[config.mk]
export PLATFORM = sky130hd
export DESIGN_NAME = fpadd_sequencer
export DESIGN_NICKNAME = d
export VERILOG_FILES = /design/src/rtl/fpadd_sequencer.sv
export SDC_FILE = /design/constraint.sdc
export NUM_CORES = 1
export LEC_CHECK = 0
export CAP_MARGIN = 5
export CELL_PAD_IN_SITES_DETAIL_PLACEMENT = 1
export CELL_PAD_IN_SITES_GLOBAL_PLACEMENT = 2
export CORE_MARGIN = 8
export CORE_UTILIZATION = 30
export CTS_BUF_LIST = sky130_fd_sc_hd__clkbuf_8
export CTS_CLUSTER_DIAMETER = 60
export DETAILED_ROUTE_END_ITERATION = 6
export PLACE_DENSITY_LB_ADDON = 0.1
export SETUP_SLACK_MARGIN = 0.1
export SYNTH_ARGS = -nofsm -noshare
export SYNTH_HDL_FRONTEND = slang
export SYNTH_SLANG_ARGS = --single-unit
[constraint.sdc]
create_clock -name clk -period 2.7 [get_ports clk]
set_input_delay 0.81 -clock clk [delete_from_list [all_inputs] [get_ports clk]]
set_output_delay 0.81 -clock clk [all_outputs]
set_load 0.03 [all_outputs]
[src/rtl/fpadd_sequencer.sv]
`timescale 1ns/1ps
// Sequencer for the FP adder demo: walks the operand ROM, issues each pair to the
// pipelined adder, captures the sum after the adder latency and holds it for display.
module fpadd_sequencer #(
  parameter int unsigned NUM     = 10,
  parameter int unsigned ADDR_W  = 4,
  parameter int unsigned LAT     = 3,
  parameter int unsigned DWELL   = 50000000,
  parameter int unsigned DWELL_W = 26
) (
  input  logic              clk,
  input  logic              rst,
  input  logic              run,
  output logic [ADDR_W-1:0] rom_addr,
  input  logic [31:0]       rom_a,
  input  logic [31:0]       rom_b,
  output logic [31:0]       op_a,
  output logic [31:0]       op_b,
  output logic              op_valid,
  input  logic [31:0]       res_in,
  output logic [31:0]       result,
  output logic              result_valid,
  output logic [ADDR_W-1:0] entry_idx,
  output logic              pass_done,
  output logic              busy
);

  localparam int unsigned LAT_W = $clog2(LAT + 1);

  typedef enum logic [2:0] {
    IDLE,
    FETCH,
    ISSUE,
    WAIT,
    DWELL_ST,
    ADVANCE
  } state_t;

  state_t             state;
  logic [LAT_W-1:0]   lat_cnt;
  logic [DWELL_W-1:0] dwell_cnt;
  logic [ADDR_W-1:0]  next_idx;

  always_comb begin
    next_idx = entry_idx + ADDR_W'(1);
    if (entry_idx == ADDR_W'(NUM - 1)) next_idx = '0;
  end

  always_ff @(posedge clk or negedge rst) begin
    if (!rst) begin
      state        <= IDLE;
      rom_addr     <= '0;
      op_a         <= '0;
      op_b         <= '0;
      op_valid     <= 1'b0;
      result       <= '0;
      result_valid <= 1'b0;
      entry_idx    <= '0;
      pass_done    <= 1'b0;
      busy         <= 1'b0;
      lat_cnt      <= '0;
      dwell_cnt    <= '0;
    end else begin
      op_valid  <= 1'b0;
      pass_done <= 1'b0;
      case (state)
        IDLE: begin
          if (run) begin
            state <= FETCH;
            busy  <= 1'b1;
          end
        end
        // The ROM address already points at this entry, so its data is
        // valid now and the operands are registered to line up with op_valid.
        FETCH: begin
          state    <= ISSUE;
          op_a     <= rom_a;
          op_b     <= rom_b;
          op_valid <= 1'b1;
          lat_cnt  <= '0;
        end
        ISSUE: begin
          state <= WAIT;
        end
        WAIT: begin
          if (lat_cnt == LAT_W'(LAT - 1)) begin
            result       <= res_in;
            result_valid <= 1'b1;
            dwell_cnt    <= '0;
            state        <= DWELL_ST;
          end else begin
            lat_cnt <= lat_cnt + LAT_W'(1);
          end
        end
        DWELL_ST: begin
          if (dwell_cnt == DWELL_W'(DWELL - 1)) begin
            state     <= ADVANCE;
            // Present the next address a cycle early to hide the ROM read latency.
            rom_addr  <= next_idx;
            pass_done <= (entry_idx == ADDR_W'(NUM - 1));
          end else begin
            dwell_cnt <= dwell_cnt + DWELL_W'(1);
          end
        end
        ADVANCE: begin
          entry_idx <= next_idx;
          busy      <= run;
          state     <= run ? FETCH : IDLE;
        end
        default: begin
          state <= IDLE;
          busy  <= 1'b0;
        end
      endcase
    end
  end

endmodule

* Word level (Yosys, flattened, before mapping) *
Index checks and enable logic that the tools add are counted.
Widths: inputs -> output; s select.

operators by class
  eq/ne operators = 13
  bitwise logic cells = 1
  muxes and demuxes = 16
  add/subtract/negate cells = 3
  reductions and logical operators = 10

operators by type and width
  operator               number
  $mux 26                2
  $pmux 26 s2            1
  $add 26x1->26 const B  1
  $eq 26x26->1 const B   1
  $pmux 3 s6             1
  $ne 2x2->1 const B     5
  $mux 3                 3
  $reduce_and 2->1       4
  $eq 3x2->1 const B     2
  $eq 3x3->1 const B     2
  $reduce_and 3->1       2
  $mux 1                 5
  $add 4x1->4 const B    1
  $eq 4x4->1 const B     1
  $mux 4                 1
  $pmux 2 s2             1
  $reduce_bool 2->1      2
  $reduce_or 4->1        1
  $eq 3x1->1 const B     1
  $logic_not 3->1        1
  $pmux 1 s3             1
  $add 2x1->2 const B    1
  $eq 2x2->1 const B     1
  $mux 2                 1
  $not 1->1              1

word-level totals
  register bits = 139

* Longest topological paths before layout *
Gate-level depths: netlist of the first run.

  word-level depth = 4
  mapped depth = 8

* Worst setup path after synthesis of the first run *
OpenSTA, ideal clock, no wires.

  path type = register to register
  start point = register dwell_cnt[0]
  end point = register dwell_cnt[12]
  path buffers = 2
  cell stages (with the launch flop) = 9
  setup time = 0.124 ns
  path slack = 0.815 ns
  arrival = 1.762 ns
  data required time = 2.576 ns
  cells stage by stage = dfrtp_1 > ha_1 > and3_1 > nand4_1 > o21ai_2 > and2_1 > buf_6 > buf_8 > a211o_1

between the ends
  cells in the longest elaborated chain, start to end = 3
  elaborated cells between the ends (all ways) = 6

ends and longest elaborated chain
  what                                             RTL line  source
  start, declared                                  41        logic [DWELL_W-1:0] dwell_cnt;
  start signal, assigned                           102       dwell_cnt <= dwell_cnt + DWELL_W'(1);
  $add 26x1->26 or $eq 26x26->1 (tied branches)    102, 96
  $mux 26 or $ne 2x2->1 (tied branches)            -
  $pmux 26 s2 or $reduce_and 3->1 (tied branches)  -

Several ways; a longest one is shown, not always the timed one. The select of a mux whose other input is x is not followed.
A chain may end at the register's enable or synchronous reset.

* Worst setup path in the final report of the first run *
  start point = register entry_idx[0]
  end point = output entry_idx[0]

RTL lines
  what                    RTL line  source
  start, declared         23        output logic [ADDR_W-1:0] entry_idx,
  start signal, assigned  106       entry_idx <= next_idx;

No word-level cell between the ends.

==> results.rst, run 1 <==
.. list-table::
   :header-rows: 1

   * - Metric
     - Value
   * - Static Leak
     - ~3.7 nW
   * - Routability-driven placement congestion ratio
     - around 0.75
   * - Number of distinct standard cells referenced by the synthesized netlist
     - 48
   * - Cells taking the most area after synthesis
     - sky130_fd_sc_hd__dfrtp_1, sky130_fd_sc_hd__mux2_2, sky130_fd_sc_hd__nand2_1
   * - Worst relative slew slack
     - 0.580
   * - Total of buffers placed on input and output ports
     - 206
   * - Crit Path Category
     - flip-flop to primary output
   * - Total Routed Length
     - 18.5 mm
   * - Die Ht
     - 157 um
   * - Wire length of the first global-routing pass
     - 28.7 mm
   * - Post-Synthesis Net Count
     - 557
   * - Number of sinks on the clock net
     - 139
   * - Via Count
     - roughly 4,600
   * - Width of the chip
     - 157 um
   * - Final Max Tran Viols
     - 0
   * - Crit Path Max Fanout
     - 8
   * - Final setup slack of the worst path
     - roughly 220 ps
   * - Cell area after synthesis
     - 0.00596 mm^2
   * - Max stage delay on crit path
     - between 700 and 800 ps
   * - Max Root-Sink Buffers
     - 2
   * - Source-to-sink clock delay at the later pin of the worst-skew pair
     - ~440 ps
   * - Number of instances in the synthesized netlist
     - between 400 and 500
   * - Number of synthesized register bits
     - 139
   * - Synthesized area per cell
     - 13.1 um^2
   * - Area growth from synthesis to final layout
     - 46.7%
   * - Worst voltage drop across the vdd grid
     - between 0.5 and 0.6 mV
   * - Grt total ovfl
     - 0
   * - CP Cell Sequence
     - clkdlybuf4s50_1
   * - Placed wire-length estimate after detailed placement
     - approximately 14 mm
   * - Remaining antenna violation count after routing
     - 0
   * - Worst clock skew
     - 17.2 ps
   * - TritonCTS buffer count
     - 17
   * - Warning count from the yosys run
     - 0
   * - Final Hold Fails
     - 0
   * - Final Non-Filler Cells
     - 944
   * - Share of final-layout standard cells stronger than drive strength 1
     - 0.218
   * - CORE AREA
     - 0.0195 mm^2
   * - DR vias/cell
     - 4.86
   * - Number of cells on the critical path
     - 1
   * - Clk root buf
     - sky130_fd_sc_hd__clkbuf_8
   * - Worst endpoint data arrival time
     - roughly 1700 ps
   * - EDFF count, synth
     - 0
   * - Detailed Route Iter0 Violations
     - 121
   * - Placed cell count
     - just over 900
   * - Class of the worst hold path
     - input pin to asynchronous set/reset pin
   * - TritonCTS clock tree
     - built
   * - Proportion of synthesized chip area in sequential cells
     - 0.584
   * - Residual DRC count
     - 0
   * - 1st-pass router iterations
     - 7
   * - Number of levels the H-tree was split into
     - 4
   * - Outcome
     - finished, final reports clean
   * - Post-layout nets
     - about 770
   * - Type of element capturing the critical path
     - primary output
   * - Maximum clock rate
     - 403 MHz
   * - Count of pins on the block boundary
     - 207
   * - Worst Path Required
     - 1890 ps
   * - Effective utilization at floorplan
     - 0.306
   * - Share of synthesized registers carrying an async set or reset
     - 1.00
   * - Clock-pin slew on the worst setup and hold paths
     - about 90 ps
   * - Worst Reg2Reg Path Length in Cells
     - 6
   * - Maximum number of pins on one net before global-route repair
     - 66
   * - Placement-stage worst setup slack
     - between 400 and 500 ps
   * - RSZ-0062 raised after global routing
     - false
   * - Most used DFF post-synth
     - sky130_fd_sc_hd__dfrtp_1
   * - Post-synthesis cell type with the largest combined area
     - sky130_fd_sc_hd__dfrtp_1
   * - Pwr Density
     - 1160 mW/mm^2
   * - Total routing usage reported by global routing
     - 0.152
   * - FP Rows
     - between 50 and 60
   * - CP max stage cell
     - sky130_fd_sc_hd__clkdlybuf4s50_1
   * - Antenna violations before repair
     - 1
   * - Setup crit start kind
     - flip-flop
   * - Vias in the first global route
     - 5,106
   * - Gate family responsible for the most delay along the worst path
     - buffers and inverters
   * - Total of endpoints with negative setup slack in the final report
     - 0
   * - Tmin final
     - 2480 ps
   * - Post-detailed-route wirelength per cell
     - 19.6 um
   * - Total negative setup slack
     - 0 ps
   * - Share of the synthesized area in the top cell type
     - 0.584
   * - Transition at the pin with the smallest max-transition slack
     - 626 ps
   * - Die ar.
     - 0.0246 mm^2
   * - Final clock period utilization by the worst path
     - 0.918
   * - Total buffers and inverters traversed by the critical path
     - 1
   * - Maximum Capacitance Violations
     - 0
## flip-flops by register name (all words and copies together), names as in the netlist, 2 cells and up
register	count
dwell_cnt	26
state	3
op_a	32
entry_idx	4
lat_cnt	2
op_b	32
rom_addr	4
result	32
## placed cells by master (no fill, tap or decap), types with 3 or more instances in the layout
| master | synthesis | layout |
|---|---|---|
| sky130_fd_sc_hd__a21o_1 | 3 | 3 |
| sky130_fd_sc_hd__clkinvlp_4 | 0 | 5 |
| sky130_fd_sc_hd__xnor2_1 | 7 | 7 |
| sky130_fd_sc_hd__dfrtp_1 | 139 | 139 |
| sky130_fd_sc_hd__mux2_2 | 100 | 100 |
| sky130_fd_sc_hd__a221o_1 | 4 | 4 |
| sky130_fd_sc_hd__or4_1 | 4 | 4 |
| sky130_fd_sc_hd__inv_1 | 6 | 6 |
| sky130_fd_sc_hd__nor4_1 | 4 | 4 |
| sky130_fd_sc_hd__a31oi_1 | 6 | 6 |
| sky130_fd_sc_hd__nor3_1 | 12 | 12 |
| sky130_fd_sc_hd__and3_1 | 14 | 14 |
| sky130_fd_sc_hd__nand3_1 | 17 | 17 |
| sky130_fd_sc_hd__nand2b_1 | 4 | 3 |
| sky130_fd_sc_hd__a211o_1 | 7 | 7 |
| sky130_fd_sc_hd__clkdlybuf4s50_1 | 0 | 204 |
| sky130_fd_sc_hd__and2_1 | 4 | 4 |
| sky130_fd_sc_hd__nor2b_1 | 5 | 5 |
| sky130_fd_sc_hd__buf_12 | 0 | 3 |
| sky130_fd_sc_hd__a21oi_1 | 3 | 3 |
| sky130_fd_sc_hd__nand4_1 | 9 | 9 |
| sky130_fd_sc_hd__and4_1 | 5 | 5 |
| sky130_fd_sc_hd__nand2_1 | 27 | 27 |
| sky130_fd_sc_hd__inv_6 | 0 | 4 |
| sky130_fd_sc_hd__o21ai_0 | 15 | 15 |
| sky130_fd_sc_hd__nor2_1 | 7 | 6 |
| sky130_fd_sc_hd__buf_4 | 1 | 4 |
| sky130_fd_sc_hd__a22o_1 | 7 | 7 |
| sky130_fd_sc_hd__clkbuf_8 | 0 | 18 |
## layer usage
| layer | vias up | GRT usage | part of all wire |
|---|---|---|---|
| li1 | 2085 | - | - |
| met1 | 2349 | 0.156 | 0.37 |
| met2 | 143 | 0.266 | 0.52 |
| met3 | 14 | 0.0751 | 0.10 |
| met4 | 0 | 0.0485 | 0.013 |
| met5 | - | 0 | 0 |
## cells by family (layout without fill, tap and decap cells)
| group | Yosys count | count (layout) | share of synthesized area |
|---|---|---|---|
| DFF | 139 | 139 | 0.584 |
| buffers and inverters | 29 | 251 | 0.0254 |
| AOI/OAI and AO/OA | 57 | 57 | 0.0701 |
| other | 0 | 1 | 0 |
| adders and majority gates | 2 | 2 | 0.00420 |
| and+or+nand+nor | 121 | 121 | 0.116 |
| muxes | 100 | 100 | 0.189 |
| xor gates and xnor gates | 8 | 8 | 0.0118 |
## cell usage after synthesis (all sizes together), types with 2 or more instances
master / number
a21oi: 3
nor4: 4
xnor2: 7
nand2b: 4
buf: 15
ha: 2
a31oi: 6
o21ai: 16
a221o: 4
and4: 5
nor2: 7
nand2: 28
nor2b: 5
a22o: 7
and2: 4
inv: 6
nor3: 13
o311a: 2
o2bb2ai: 2
dfrtp: 139
nor3b: 2
mux2: 100
o31ai: 2
clkbuf: 8
and3: 15
a21o: 3
nand4: 9
a211o: 7
nand3: 17
or4: 4
## through the flow
step	utilization	cell area [um^2]	hold WS, ps	power [W]
floorplan	-	5960	452	0.00629
global placement	0.428	8330	451	0.00845
detailed placement	0.428	8330	457	0.00856
CTS	0.449	8730	339	0.0104
global route	0.449	8740	355	0.0108
finish	0.449	8740	338	0.0102
## power breakdown
part	switching (W)	total [W]	internal, W
clock	0.000878	0.00174	0.000865
sequential	0.000482	0.00339	0.00290
combinational	0.00271	0.00505	0.00234
total	0.00407	0.0102	0.00611
## path summary, 6_finish.rpt
kind,from,end,slack [ps]
setup / recovery,entry_idx[0],entry_idx[0],220
hold / removal,rst,op_b[24],340
setup reg to reg,dwell_cnt[0],rom_addr[3],520
hold reg to reg,result_valid,result_valid,480
max in group asynchronous,rst,result[9],1700
min in group clk,result_valid,result_valid,480
## what timing repair did
| item | CTS | global route |
|---|---|---|
| gates resized for setup | 0 | 2 |
| hold buffers | 0 | 0 |
| endpoints found under the setup margin | 0 | 3 |
| hold endpoints to repair | 0 | 0 |
| buffers inserted | 0 | 0 |
## area by class of cell
class | instances | area [um^2]
repair buffers | 213 | 2160
flip-flops and latches | 139 | 3480
inverters | 6 | 22.5
well taps | 265 | 332
clock inverters | 14 | 161
clock buffers | 18 | 248
diodes | 1 | 2.50
fillers | 2038 | 10700
multi-input cells | 288 | 2340
(Power assumes the default switching activity.)
==> run 2: changes to the inputs <==
CORE_MARGIN = 5   (was 8)
==> results.rst, run 2 (same netlist as run 1, synthesis figures left out) <==
.. list-table::
   :header-rows: 1

   * - Metric
     - Value
   * - Outcome
     - finished, final reports clean
   * - Commonest cells after routing, fill and taps aside
     - sky130_fd_sc_hd__clkdlybuf4s50_1, sky130_fd_sc_hd__dfrtp_1, sky130_fd_sc_hd__mux2_2, sky130_fd_sc_hd__nand2_1
   * - Width of the chip
     - 151 um (-3.8%)
   * - Worst Path Required
     - 1890 ps (about the same)
   * - Gate family responsible for the most delay along the worst path
     - buffers and inverters
   * - Top Metal Used
     - met4
   * - Post-detailed-route wirelength per cell
     - 18.7 um (-4.3%)
   * - Routed met1 length
     - 6.95 mm (+2.2%)
   * - CP max stage cell
     - sky130_fd_sc_hd__clkdlybuf4s50_1
   * - Clock-pin slew on the worst setup and hold paths
     - 90 ps (about the same)
   * - Final Hold Fails
     - 0 (unchanged)
   * - 1st-pass router iterations
     - 4 (-3)
   * - Portion of total power attributed to sequential cells
     - 0.331 (-0.002)
   * - Total Routed Length
     - 17.7 mm (-3.9%)
   * - Count of pins on the block boundary
     - 207 (unchanged)
   * - Wire length of the first global-routing pass
     - 27.8 mm (-2.9%)
   * - Reg-to-reg startpoint
     - dwell_cnt[16]
   * - Worst relative slew slack
     - 0.471 (-0.109)
   * - Post-layout nets
     - 771 (+0.65%)
   * - Commonest non-fill, non-tap cell in the layout
     - sky130_fd_sc_hd__clkdlybuf4s50_1
   * - Setup crit start kind
     - flip-flop
   * - Class of the worst hold path
     - input pin to asynchronous set/reset pin
   * - Vias in the first global route
     - 5,092 (-0.27%)
   * - Final clock period utilization by the worst path
     - 0.915 (-0.00304)
   * - Largest registers
     - op_a x32, op_b x32, result x32
   * - Placed wire-length estimate after detailed placement
     - 13.3 mm (-3.6%)
   * - FP Rows
     - 51 (unchanged)
   * - Number of levels the H-tree was split into
     - 4 (unchanged)
   * - Post-cts gate resize count
     - 0 (unchanged)
   * - RSZ-0062 raised after global routing
     - false
   * - Worst clock skew
     - 18.9 ps (+1.66 ps)
   * - TritonCTS buffer count
     - 17 (unchanged)
   * - Share of final-layout standard cells stronger than drive strength 1
     - 0.221 (+0.00312)
   * - Final Max Tran Viols
     - 0 (unchanged)
   * - Total of endpoints with negative setup slack in the final report
     - 0 (unchanged)
   * - DR vias/cell
     - 4.83 (-0.75%)
   * - Remaining antenna violation count after routing
     - 0 (unchanged)
   * - Effective utilization at floorplan
     - 0.305 (-0.00100)
   * - Net load switching power
     - 0.00407 W (about the same)
   * - Detailed Route Iter0 Violations
     - 135 (+12%)
   * - Residual DRC count
     - 0 (unchanged)
   * - CORE AREA
     - 0.0195 mm^2 (+0.33%)
   * - Transition at the pin with the smallest max-transition slack
     - 794 ps (+168 ps)
   * - Antenna violations before repair
     - 1 (unchanged)
   * - Grt total ovfl
     - 0 (unchanged)
   * - Fraction of power consumed by the clock network
     - 0.170 (about the same)
   * - Total routing usage reported by global routing
     - 0.159 (+0.00742)
   * - Max Root-Sink Buffers
     - 2 (unchanged)
   * - Cell Int Power
     - 0.00611 W (+0.10%)
   * - Pwr Density
     - 1160 mW/mm^2 (about the same)
   * - Fill cells
     - 2,066 (+1.4%)
   * - DR WL met2
     - 8.78 mm (-8.1%)
   * - Die Ht
     - 151 um (-3.8%)
   * - Clk root buf
     - sky130_fd_sc_hd__clkbuf_8
   * - Static Leak
     - 3.70 nW (+0.55%)
   * - CP Cell Sequence
     - clkdlybuf4s50_1
   * - Routed length on met3
     - 1.68 mm (-9.8%)
   * - CTS Hold Buffers Added
     - 0 (unchanged)
   * - Worst endpoint data arrival time
     - 1660 ps (about the same)
   * - TritonCTS clock tree
     - built
   * - Source-to-sink clock delay at the later pin of the worst-skew pair
     - 450 ps (about the same)
   * - Routability-driven placement congestion ratio
     - 0.775 (+3.8%)
   * - Die ar.
     - 0.0228 mm^2 (-7.5%)
   * - Crit Path Max Fanout
     - 7 (-1)
   * - Worst voltage drop across the vdd grid
     - 0.533 mV (-5.9%)
   * - Combinational fraction of design power
     - 0.499 (+0.003)
   * - Maximum Capacitance Violations
     - 0 (unchanged)
   * - Launch point of the critical path
     - entry_idx[2]
   * - Crit Path Category
     - flip-flop to primary output
   * - Area growth from synthesis to final layout
     - 46.9%
   * - Post-CTS Setup Bufs
     - 0 (unchanged)
   * - Switching Share
     - 0.400 (-0.000412)
   * - Total of buffers placed on input and output ports
     - 206 (unchanged)
   * - Max stage delay on crit path
     - 720 ps (about the same)
   * - Tmin final
     - 2470 ps (-8.19 ps)
   * - Maximum number of pins on one net before global-route repair
     - 52 (-21%)
   * - Total negative setup slack
     - 0 ps (unchanged)
   * - Placed cell count
     - 916 (+0.55%)
   * - Type of element capturing the critical path
     - primary output
   * - Total buffers and inverters traversed by the critical path
     - 1 (unchanged)
   * - Via Count
     - 4,576 (-0.33%)
   * - Number of sinks on the clock net
     - 139 (unchanged)
   * - Register-to-register setup slack
     - 370 ps (-150 ps)
   * - Final Non-Filler Cells
     - 948 (+0.42%)
   * - Maximum clock rate
     - 405 MHz (+0.33%)
-- run 2: area by class of cell --
cell class              instances  area (um^2)  share of cell area
well taps                     265          332              0.0379
multi-input cells             288         2340               0.267
repair buffers                218         2180               0.249
clock inverters                14          163              0.0186
flip-flops and latches        139         3480               0.397
diodes                          1         2.50            0.000286
inverters                       6         22.5             0.00257
clock buffers                  17          234              0.0267
-- run 2: worst paths after layout --
check                      cells past startpoint             to
max                                            1   entry_idx[2]
min                                            1      pass_done
max reg2reg                                    5  dwell_cnt[21]
min reg2reg                                    1   result_valid
max in group asynchronous                      2   dwell_cnt[6]
min in group clk                               1   result_valid
-- run 2: power by group through the flow --
stage / Combinational [W] / Sequential [W] / Clock, W
detailed placement: 0.00516 / 0.00342 / 0
global route: 0.00538 / 0.00349 / 0.00192
finish: 0.00508 / 0.00337 / 0.00173
CTS: 0.00519 / 0.00339 / 0.00182
floorplan: 0.00140 / 0.00489 / 0
global placement: 0.00511 / 0.00336 / 0
-- run 2: through the flow --
step	util	total power, W	instance area (um^2)	setup WS, ps	hold slack (ps)
floorplan	-	0.00629	5960	815	452
global placement	0.428	0.00848	8350	480	454
detailed placement	0.428	0.00858	8350	407	460
CTS	0.448	0.0104	8750	138	303
global route	0.448	0.0108	8750	124	309
finish	0.448	0.0102	8750	229	299
-- run 2: routing by layer --
metal  track usage  vias up
met5             0        -
met4        0.0530        0
met3        0.0730       23
met2         0.260      152
met1         0.187     2300
li1              -     2101
